$ cat src/rtl/mem_arbiter.sv
// mem_arbiter: shares one single-port memory between two requesters (M0 = CPU,
// M1 = loader/DMA). One transaction in flight at a time; round-robin or fixed
// M0 priority. Memory read data returns RD_LAT cycles after the read strobe.
//
// Ports
//   clk, rst                  clock (rising edge), async active-low reset
//   mX_req_i/we_i/addr_i/wdata_i  request from master X, held until mX_gnt_o
//   mX_gnt_o                  one-cycle pulse: request issued to memory
//   mX_rvalid_o, mX_rdata_o   one-cycle read-return pulse and read data
//   memread_o/memwrite_o      memory strobes (asserted only in ACCESS)
//   memaddr_o/memwdata_o      latched address / write data of the winner
//   memrdata_i                memory read data, valid RD_LAT cycles after read
//   busy_o                    high whenever a transaction is in progress
module mem_arbiter #(
  parameter int DW      = 32,
  parameter int AW      = 32,
  parameter int RD_LAT  = 1,
  parameter int PRIO_M0 = 0
) (
  input  logic          clk,
  input  logic          rst,
  input  logic          m0_req_i,
  input  logic          m0_we_i,
  input  logic [AW-1:0] m0_addr_i,
  input  logic [DW-1:0] m0_wdata_i,
  output logic          m0_gnt_o,
  output logic          m0_rvalid_o,
  output logic [DW-1:0] m0_rdata_o,
  input  logic          m1_req_i,
  input  logic          m1_we_i,
  input  logic [AW-1:0] m1_addr_i,
  input  logic [DW-1:0] m1_wdata_i,
  output logic          m1_gnt_o,
  output logic          m1_rvalid_o,
  output logic [DW-1:0] m1_rdata_o,
  output logic          memread_o,
  output logic          memwrite_o,
  output logic [AW-1:0] memaddr_o,
  output logic [DW-1:0] memwdata_o,
  input  logic [DW-1:0] memrdata_i,
  output logic          busy_o
);

  localparam int CW = (RD_LAT > 1) ? $clog2(RD_LAT) : 1;

  typedef enum logic [1:0] {S_IDLE, S_ACCESS, S_WAIT, S_RESP} state_e;

  state_e        state_q, state_d;
  logic          win_q, win_d;     // 0 = M0, 1 = M1
  logic          last_q, last_d;   // master granted most recently
  logic          we_q, we_d;
  logic [AW-1:0] addr_q, addr_d;
  logic [DW-1:0] wdata_q, wdata_d;
  logic [CW-1:0] cnt_q, cnt_d;
  logic [DW-1:0] rdata0_q, rdata0_d;
  logic [DW-1:0] rdata1_q, rdata1_d;

  always_ff @(posedge clk or negedge rst) begin
    if (!rst) begin
      state_q  <= S_IDLE;
      win_q    <= 1'b0;
      last_q   <= 1'b1;              // M0 wins the first tie
      we_q     <= 1'b0;
      addr_q   <= '0;
      wdata_q  <= '0;
      cnt_q    <= '0;
      rdata0_q <= '0;
      rdata1_q <= '0;
    end else begin
      state_q  <= state_d;
      win_q    <= win_d;
      last_q   <= last_d;
      we_q     <= we_d;
      addr_q   <= addr_d;
      wdata_q  <= wdata_d;
      cnt_q    <= cnt_d;
      rdata0_q <= rdata0_d;
      rdata1_q <= rdata1_d;
    end
  end

  always_comb begin
    state_d  = state_q;
    win_d    = win_q;
    last_d   = last_q;
    we_d     = we_q;
    addr_d   = addr_q;
    wdata_d  = wdata_q;
    cnt_d    = cnt_q;
    rdata0_d = rdata0_q;
    rdata1_d = rdata1_q;
    case (state_q)
      S_IDLE: begin
        if (m0_req_i || m1_req_i) begin
          // a lone requester always wins; a tie goes to M0 under fixed
          // priority, otherwise to whichever master was not granted last
          if (m0_req_i && m1_req_i)
            win_d = (PRIO_M0 != 0) ? 1'b0 : ~last_q;
          else
            win_d = m1_req_i;
          last_d  = win_d;
          we_d    = win_d ? m1_we_i    : m0_we_i;
          addr_d  = win_d ? m1_addr_i  : m0_addr_i;
          wdata_d = win_d ? m1_wdata_i : m0_wdata_i;
          state_d = S_ACCESS;
        end
      end
      S_ACCESS: begin
        cnt_d = CW'(RD_LAT - 1);
        if (we_q)             state_d = S_IDLE;
        else if (RD_LAT == 1) state_d = S_RESP;
        else                  state_d = S_WAIT;
      end
      S_WAIT: begin
        if (cnt_q == CW'(1)) state_d = S_RESP;
        else                 cnt_d   = cnt_q - CW'(1);
      end
      S_RESP: begin
        if (win_q) rdata1_d = memrdata_i;
        else       rdata0_d = memrdata_i;
        state_d = S_IDLE;
      end
      default: state_d = S_IDLE;
    endcase
  end

  // All control outputs decode directly from state registers.
  assign busy_o      = (state_q != S_IDLE);
  assign memread_o   = (state_q == S_ACCESS) && !we_q;
  assign memwrite_o  = (state_q == S_ACCESS) &&  we_q;
  assign memaddr_o   = addr_q;
  assign memwdata_o  = wdata_q;
  assign m0_gnt_o    = (state_q == S_ACCESS) && !win_q;
  assign m1_gnt_o    = (state_q == S_ACCESS) &&  win_q;
  assign m0_rvalid_o = (state_q == S_RESP)   && !win_q;
  assign m1_rvalid_o = (state_q == S_RESP)   &&  win_q;

  // Memory data is only valid during RESP, so it is forwarded that cycle and
  // held in the per-master register afterwards.
  assign m0_rdata_o  = m0_rvalid_o ? memrdata_i : rdata0_q;
  assign m1_rdata_o  = m1_rvalid_o ? memrdata_i : rdata1_q;

endmodule

$ cat config.mk
export PLATFORM = sky130hd
export DESIGN_NAME = mem_arbiter
export DESIGN_NICKNAME = d
export VERILOG_FILES = /design/src/rtl/mem_arbiter.sv
export SDC_FILE = /design/constraint.sdc
export NUM_CORES = 1
export LEC_CHECK = 0
export ABC_AREA = 1
export ABC_CLOCK_PERIOD_IN_PS = 2000
export CAP_MARGIN = 10
export CORE_UTILIZATION = 42
export DETAILED_ROUTE_END_ITERATION = 10
export PLACE_DENSITY = 0.93
export SKIP_CTS_REPAIR_TIMING = 1
export SYNTH_ARGS = -nofsm -noshare
export SYNTH_HDL_FRONTEND = slang
export SYNTH_SLANG_ARGS = --single-unit
export TNS_END_PERCENT = 50
$ cat constraint.sdc
create_clock -name clk -period 2 [get_ports clk]
set_input_delay 0.3 -clock clk [delete_from_list [all_inputs] [get_ports clk]]
set_output_delay 0.3 -clock clk [all_outputs]
set_load 0.02 [all_outputs]
==> results of run 1 <==
routing by layer:
metal / share of wire, % / track usage (%) / vias up
li1: - / - / 3166
met2: 51 / 47.48 / 362
met1: 37 / 30.26 / 3228
met3: 6.6 / 7.222 / 100
met5: 0 / 0 / -
met4: 5.4 / 16.87 / 0
critical path, stage by stage, from the launching register on:
cell and delay, ns:
dfrtp_1 0.41, ha_4 0.19, nand2_4 0.15, buf_4 0.15
buf_12 0.13, nand2_1 0.07, o21ai_0 0.15, clkbuf_2 0.26
cell usage in the layout (no fill, tap or decap):
| master | instances |
|---|---|
| o21ai_0 | 70 |
| clkinvlp_4 | 4 |
| dfstp_2 | 1 |
| nand2_2 | 2 |
| ha_1 | 1 |
| nand2_4 | 2 |
| inv_1 | 108 |
| nand3_1 | 66 |
| clkbuf_16 | 22 |
| clkbuf_2 | 7 |
| buf_12 | 9 |
| buf_2 | 12 |
| inv_6 | 4 |
| a21oi_1 | 2 |
| nand3b_1 | 65 |
| inv_2 | 2 |
| nand3_2 | 2 |
| o21ai_1 | 18 |
| clkbuf_8 | 1 |
| nand2_1 | 273 |
| clkinv_2 | 1 |
| ha_4 | 1 |
| dfrtp_1 | 133 |
| dlymetal6s2s_1 | 3 |
| buf_6 | 12 |
| clkdlybuf4s50_1 | 227 |
| ha_2 | 2 |
| buf_4 | 65 |
| diode_2 | 2 |
| clkinv_4 | 1 |
| o21ai_2 | 8 |
| nor2_4 | 1 |
| nor2_1 | 5 |
| o21ai_4 | 1 |
| buf_8 | 1 |
| inv_8 | 3 |
| bufinv_16 | 1 |
| dlygate4sd3_1 | 1 |
power by group through the flow:
stage	logic (mW)	clock network (mW)	registers, mW
2_1_floorplan	3.77	0	5.43
3_3_place_gp	8.89	0	4.65
3_5_place_dp	9.12	0	4.71
4_1_cts	9.20	3.14	4.72
5_1_grt	9.76	3.26	4.86
6_report	9.17	3.09	4.75
sequential cells by signal, indices dropped and copies added (netlist names):
register / cells
win_q: 1
memwdata_o: 32
last_q: 1
rdata1_q: 32
memaddr_o: 32
cnt_q: 1
rdata0_q: 32
state_q: 2
we_q: 1
logic make-up (layout without fill, tap and decap cells):
kind of cell / count (synthesis) / count (layout)
DFF: 134 / 134
AOI/OAI and AO/OA: 99 / 99
and+or+nand+nor: 416 / 416
adders and majority gates: 4 / 4
other: 0 / 2
buffers and inverters: 162 / 484
metrics by stage:
| step | cells | cell area [sq um] | worst slack, ns | utilization, % | power [mW] |
|---|---|---|---|---|---|
| global placement | 1279 | 9803 | -0.1175 | 66.44 | 13.54 |
| floorplan | 815 | 6461 | 0.2410 | - | 9.203 |
| detailed placement | 1279 | 9803 | -0.1634 | 66.44 | 13.83 |
| finish | 1323 | 10480 | -0.2383 | 71.00 | 17.01 |
| global route | 1323 | 10480 | -0.3386 | 71.00 | 17.88 |
| CTS | 1311 | 10390 | -0.6255 | 70.39 | 17.06 |
path summary, 6_finish.rpt:
| path | slack [ns] | to | from |
|---|---|---|---|
| worst max-delay path | -0.24 | m0_rdata_o[20] | state_q[0]$_DFFE_PN0P_ |
| worst min-delay path | 0.21 | last_q$_DFFE_PN1P_ | m1_req_i |
| worst max register to register | 0.10 | memwdata_o[21]$_DFFE_PN0P_ | state_q[0]$_DFFE_PN0P_ |
| worst min register to register | 0.48 | last_q$_DFFE_PN1P_ | last_q$_DFFE_PN1P_ |
| max in group asynchronous | 0.92 | memaddr_o[3]$_DFFE_PN0P_ | rst |
| min in group asynchronous | 0.40 | rdata0_q[15]$_DFFE_PN0P_ | rst |
cell type report:
class	instances	area, sq um	area share [%]
antenna	2	5.005	0.04778
clock buffer	18	439.2	4.193
clock inverter	14	142.6	1.362
inverter	110	412.9	3.942
multi-input combinational	519	2532	24.18
sequential	134	3354	32.02
tap	184	230.2	2.198
timing repair buffer	342	3358	32.06
==> metrics.txt, run 1 <==
Lkg Pwr 5.359 nW; Post-Syn Instances 815; sw power 7.286 mW; H-tree depth 4; most common cell in the netlist nand2_1; power per cell area 1624 nW/um^2; synth-to-layout area growth 62.12%; Routed wire per std cell 17.23 um; final period utilization 111.9%; maxcap violations 0; Post-Synth Adder-Cell Area 0.7746%; FP Rows 44; Nets 1,294; Syn Area/Cell 7.928 sq um; Root Driver clkbuf_16; via count 6,856; CTS tree built; Post-Synth XOR/XNOR Area 0%; most frequent cells after synthesis 277 x nand2_1, 133 x dfrtp_1, 109 x inv_1, 97 x o21ai_0, 68 x nand3_1; final setup violation count 38; failing checks negative setup slack; critical path peak fanout 10; Syn Std Cell Area 6461 sq um; endpoints failing hold 0; status complete, but fails checks; sequential element share of the synthesized area 51.92%; # fillers 1,100; Logic pwr share 53.9%; Synth Area in Simple Gates 29.30%; Slew HR 65.62%; CP Launch Type flop; fmax 0.4468 GHz; worst reg-to-reg path cell count 10; Vias/cell 5.182; Fin Hold WS 0.2098 ns; IO Port Bufs 300; share of the synthesized area in the top cell type 51.51%; sequential share of power 27.9%; Die Y 126.0 um; clock period minus worst slack 2.238 ns; 1st-pass router iterations 5; largest net degree at the start of global routing 64; Longest Clk Path Bufs 2; Initial Utilization 43.79%; WP data required 1.70 ns; TritonCTS Buffers 17; CP Capture Type output port; CORE AREA 14,750 sq um; Synth Area in Compound Gates 7.668%; worst-margin pin slew 0.5158 ns; main combinational cell family by area after synthesis simple AND/OR/NAND/NOR gates; Hold Path Cell Cnt 3; DIE AREA 15,880 sq um; setup TNS -3.152 ns; Synth Warn # 0; synth unique cells 15; worst path arrival time 1.94 ns; post-route ant nets 0; Worst-path clk slew 0.06 ns; Post-synth EDFFs 0; initial DRC count 636; All-Layer GR Usage 27.48%; mux share of post-synthesis cell area 0%; first-pass GRT wire length 33,890 um; DIE WIDTH 126.0 um; Int Power 9.725 mW; CTS sink cnt 134; Clk Latency, worst-skew pair 0.41 ns; vias in the first global route 6,807; VDD IR max 960.4 uV; Final Skew 0.007770 ns; Setup CP Type reg -> out; Synth Net Count 985; Post-synth top flop dfrtp_1; Synth area leader dfrtp_1; Clk pwr share 18.2%; Seq cells post-synth 134; IO Count 301; Pins Over Slew Limit 0; Post-synth ARST share 100.0%; placed wire-length estimate 15,240 um; Area contributors post-synth dfrtp_1 52%, nand2_1 16%, nand3b_1 7.6%; DRC viols 0; GPL Wtd Cong 0.8684; initial antenna violation count 2; min setup slack post-route -0.2383 ns; gr ovfl total 0; share of layout cells above drive strength 1 14.51%; unrepaired setup endpoints after global routing yes; Switching Fraction 42.83%; Total Routed Length 22,790 um; Hold Path Class in -> reg
Power figures use the tool's default switching activity.
==> run 2: changes to the inputs <==
--- a/config.mk
+++ b/config.mk
@@ -6,11 +6,11 @@
 export NUM_CORES = 1
 export LEC_CHECK = 0
 export ABC_AREA = 1
-export ABC_CLOCK_PERIOD_IN_PS = 2000
+export ABC_CLOCK_PERIOD_IN_PS = 1950
 export CAP_MARGIN = 10
-export CORE_UTILIZATION = 42
+export CORE_UTILIZATION = 38
 export DETAILED_ROUTE_END_ITERATION = 10
-export PLACE_DENSITY = 0.93
+export PLACE_DENSITY = 0.89
 export SKIP_CTS_REPAIR_TIMING = 1
 export SYNTH_ARGS = -nofsm -noshare
 export SYNTH_HDL_FRONTEND = slang
==> constraint.sdc (replaced) <==
create_clock -name clk -period 1.95 [get_ports clk]
set_input_delay 0.2925 -clock clk [delete_from_list [all_inputs] [get_ports clk]]
set_output_delay 0.2925 -clock clk [all_outputs]
set_load 0.02 [all_outputs]
==> metrics.txt, run 2 (synthesis results as in run 1) <==
unrepaired setup endpoints after global routing yes; CP cell instances ha_4, nand2_8, clkbuf_16, nand2_1, o21ai_1, buf_4; WP data required 1.66 ns; initial antenna violation count 3; final period utilization 106.0%; critical path peak fanout 11; fmax 0.4838 GHz; worst path arrival time 1.77 ns; FP Rows 47; gr ovfl total 0; synth-to-layout area growth 69.48%; reg-to-reg startpoint state_q[0]$_DFFE_PN0P_; via count 6,786; Root Driver clkbuf_16; Routed wire per std cell 16.55 um; Nets 1,298; R2R setup slack 0.04 ns; worst reg-to-reg path cell count 10; status complete, but fails checks; Initial Utilization 38.96%; CORE AREA 16,580 sq um; Slew HR 62.98%; placed wire-length estimate 14,720 um; commonest non-fill, non-tap cell in the layout nand2_1; CP Capture Type output port; largest net degree at the start of global routing 54; post-route ant nets 0; 1st-pass router iterations 5; Slowest cell on crit path dfrtp_1; initial DRC count 376; Pins Over Slew Limit 0; clock period minus worst slack 2.067 ns; All-Layer GR Usage 23.39%; CP top delay family flip-flops; min setup slack post-route -0.1171 ns; worst r2r dst we_q$_DFFE_PN0P_; Die Y 132.4 um; IO Count 301; Hold Path Class in -> reg; DIE AREA 17,530 sq um; endpoints failing hold 0; Longest Clk Path Bufs 2; TritonCTS Buffers 17; worst-margin pin slew 0.5553 ns; IO Port Bufs 300; H-tree depth 4; Worst-path clk slew 0.06 ns; worst hold path endpoint state_q[0]$_DFFE_PN0P_; first-pass GRT wire length 32,340 um; CP bufs+invs 2; Clk Latency, worst-skew pair 0.42 ns; Worst Min Path Start m1_req_i; CP Launch Type flop; setup TNS -1.441 ns; Final Skew 0.01161 ns; Hold Path Cell Cnt 6; Vias/cell 4.975; Lkg Pwr 5.470 nW; DIE WIDTH 132.4 um; VDD IR max 970.5 uV; DRC viols 0; failing checks negative setup slack; vias in the first global route 6,616; Final Core Density 66.03%; Post-Place Setup Slack -0.1704 ns; power per cell area 1672 nW/um^2; commonest cells after routing, fill and taps aside 256 x nand2_1, 227 x clkdlybuf4s50_1, 132 x dfrtp_1; maxcap violations 0; GPL Wtd Cong 0.8333; Setup CP Type reg -> out; share of layout cells above drive strength 1 18.93%; CP max stage delay 0.42 ns; Total Routed Length 22,570 um; final setup violation count 38; CTS sink cnt 134; CTS tree built
[run 2: per-layer routing]
metal	part of all wire, %	track usage, %
met5	0	0
met1	38	26.09
met2	50	40.20
met3	5.4	5.882
met4	5.7	14.18
[run 2: through the flow]
step | area (sq um) | total power, mW | hold slack, ns | cells
after CTS | 10500 | 17.51 | -0.1488 | 1352
after global routing | 10950 | 19.21 | 0.3785 | 1363
after floorplan | 6461 | 9.439 | -0.003091 | 815
final | 10950 | 18.31 | 0.3369 | 1364
after detailed placement | 9886 | 14.13 | 0.2965 | 1320
after global placement | 9886 | 13.88 | 0.2902 | 1320
[run 2: how the worst max path moves through the flow]
stage,start,to,slack [ns],cells after the start
after global routing,state_q[0]$_DFFE_PN0P_,m0_rdata_o[8],-0.17,6
final,state_q[1]$_DFFE_PN0P_,m1_rdata_o[2],-0.12,6
after CTS,state_q[0]$_DFFE_PN0P_,m0_rdata_o[3],-0.67,6
after global placement,state_q[0]$_DFFE_PN0P_,m0_rdata_o[4],-0.11,6
after detailed placement,state_q[0]$_DFFE_PN0P_,m1_rdata_o[6],-0.17,6
after floorplan,state_q[0]$_DFFE_PN0P_,m0_rdata_o[0],0.20,5
[run 2: area by class of cell]
class | instances | area [sq um]
tap | 220 | 275.3
timing repair buffer | 346 | 3543
sequential | 134 | 3356
clock inverter | 15 | 185.2
clock buffer | 17 | 425.4
inverter | 110 | 412.9
antenna | 3 | 7.507
multi-input combinational | 519 | 2745
fill | 1295 | 5633
[run 2: power breakdown]
| part | switching [mW] | total (mW) | leakage [nW] | internal (mW) |
|---|---|---|---|---|
| clock | 1.38 | 3.32 | 0.290 | 1.94 |
| sequential | 0.692 | 4.90 | 1.62 | 4.21 |
| combinational | 5.65 | 10.1 | 3.56 | 4.44 |
[run 2: worst register-to-register path, cell delays in order, from the launching register on]
cell and delay [ns]:
dfrtp_1 0.41, buf_4 0.16, inv_1 0.11, ha_2 0.22
inv_1 0.06, buf_4 0.14, nor2_4 0.17, inv_2 0.16
buf_4 0.23, nand2_1 0.09, nand2_1 0.06
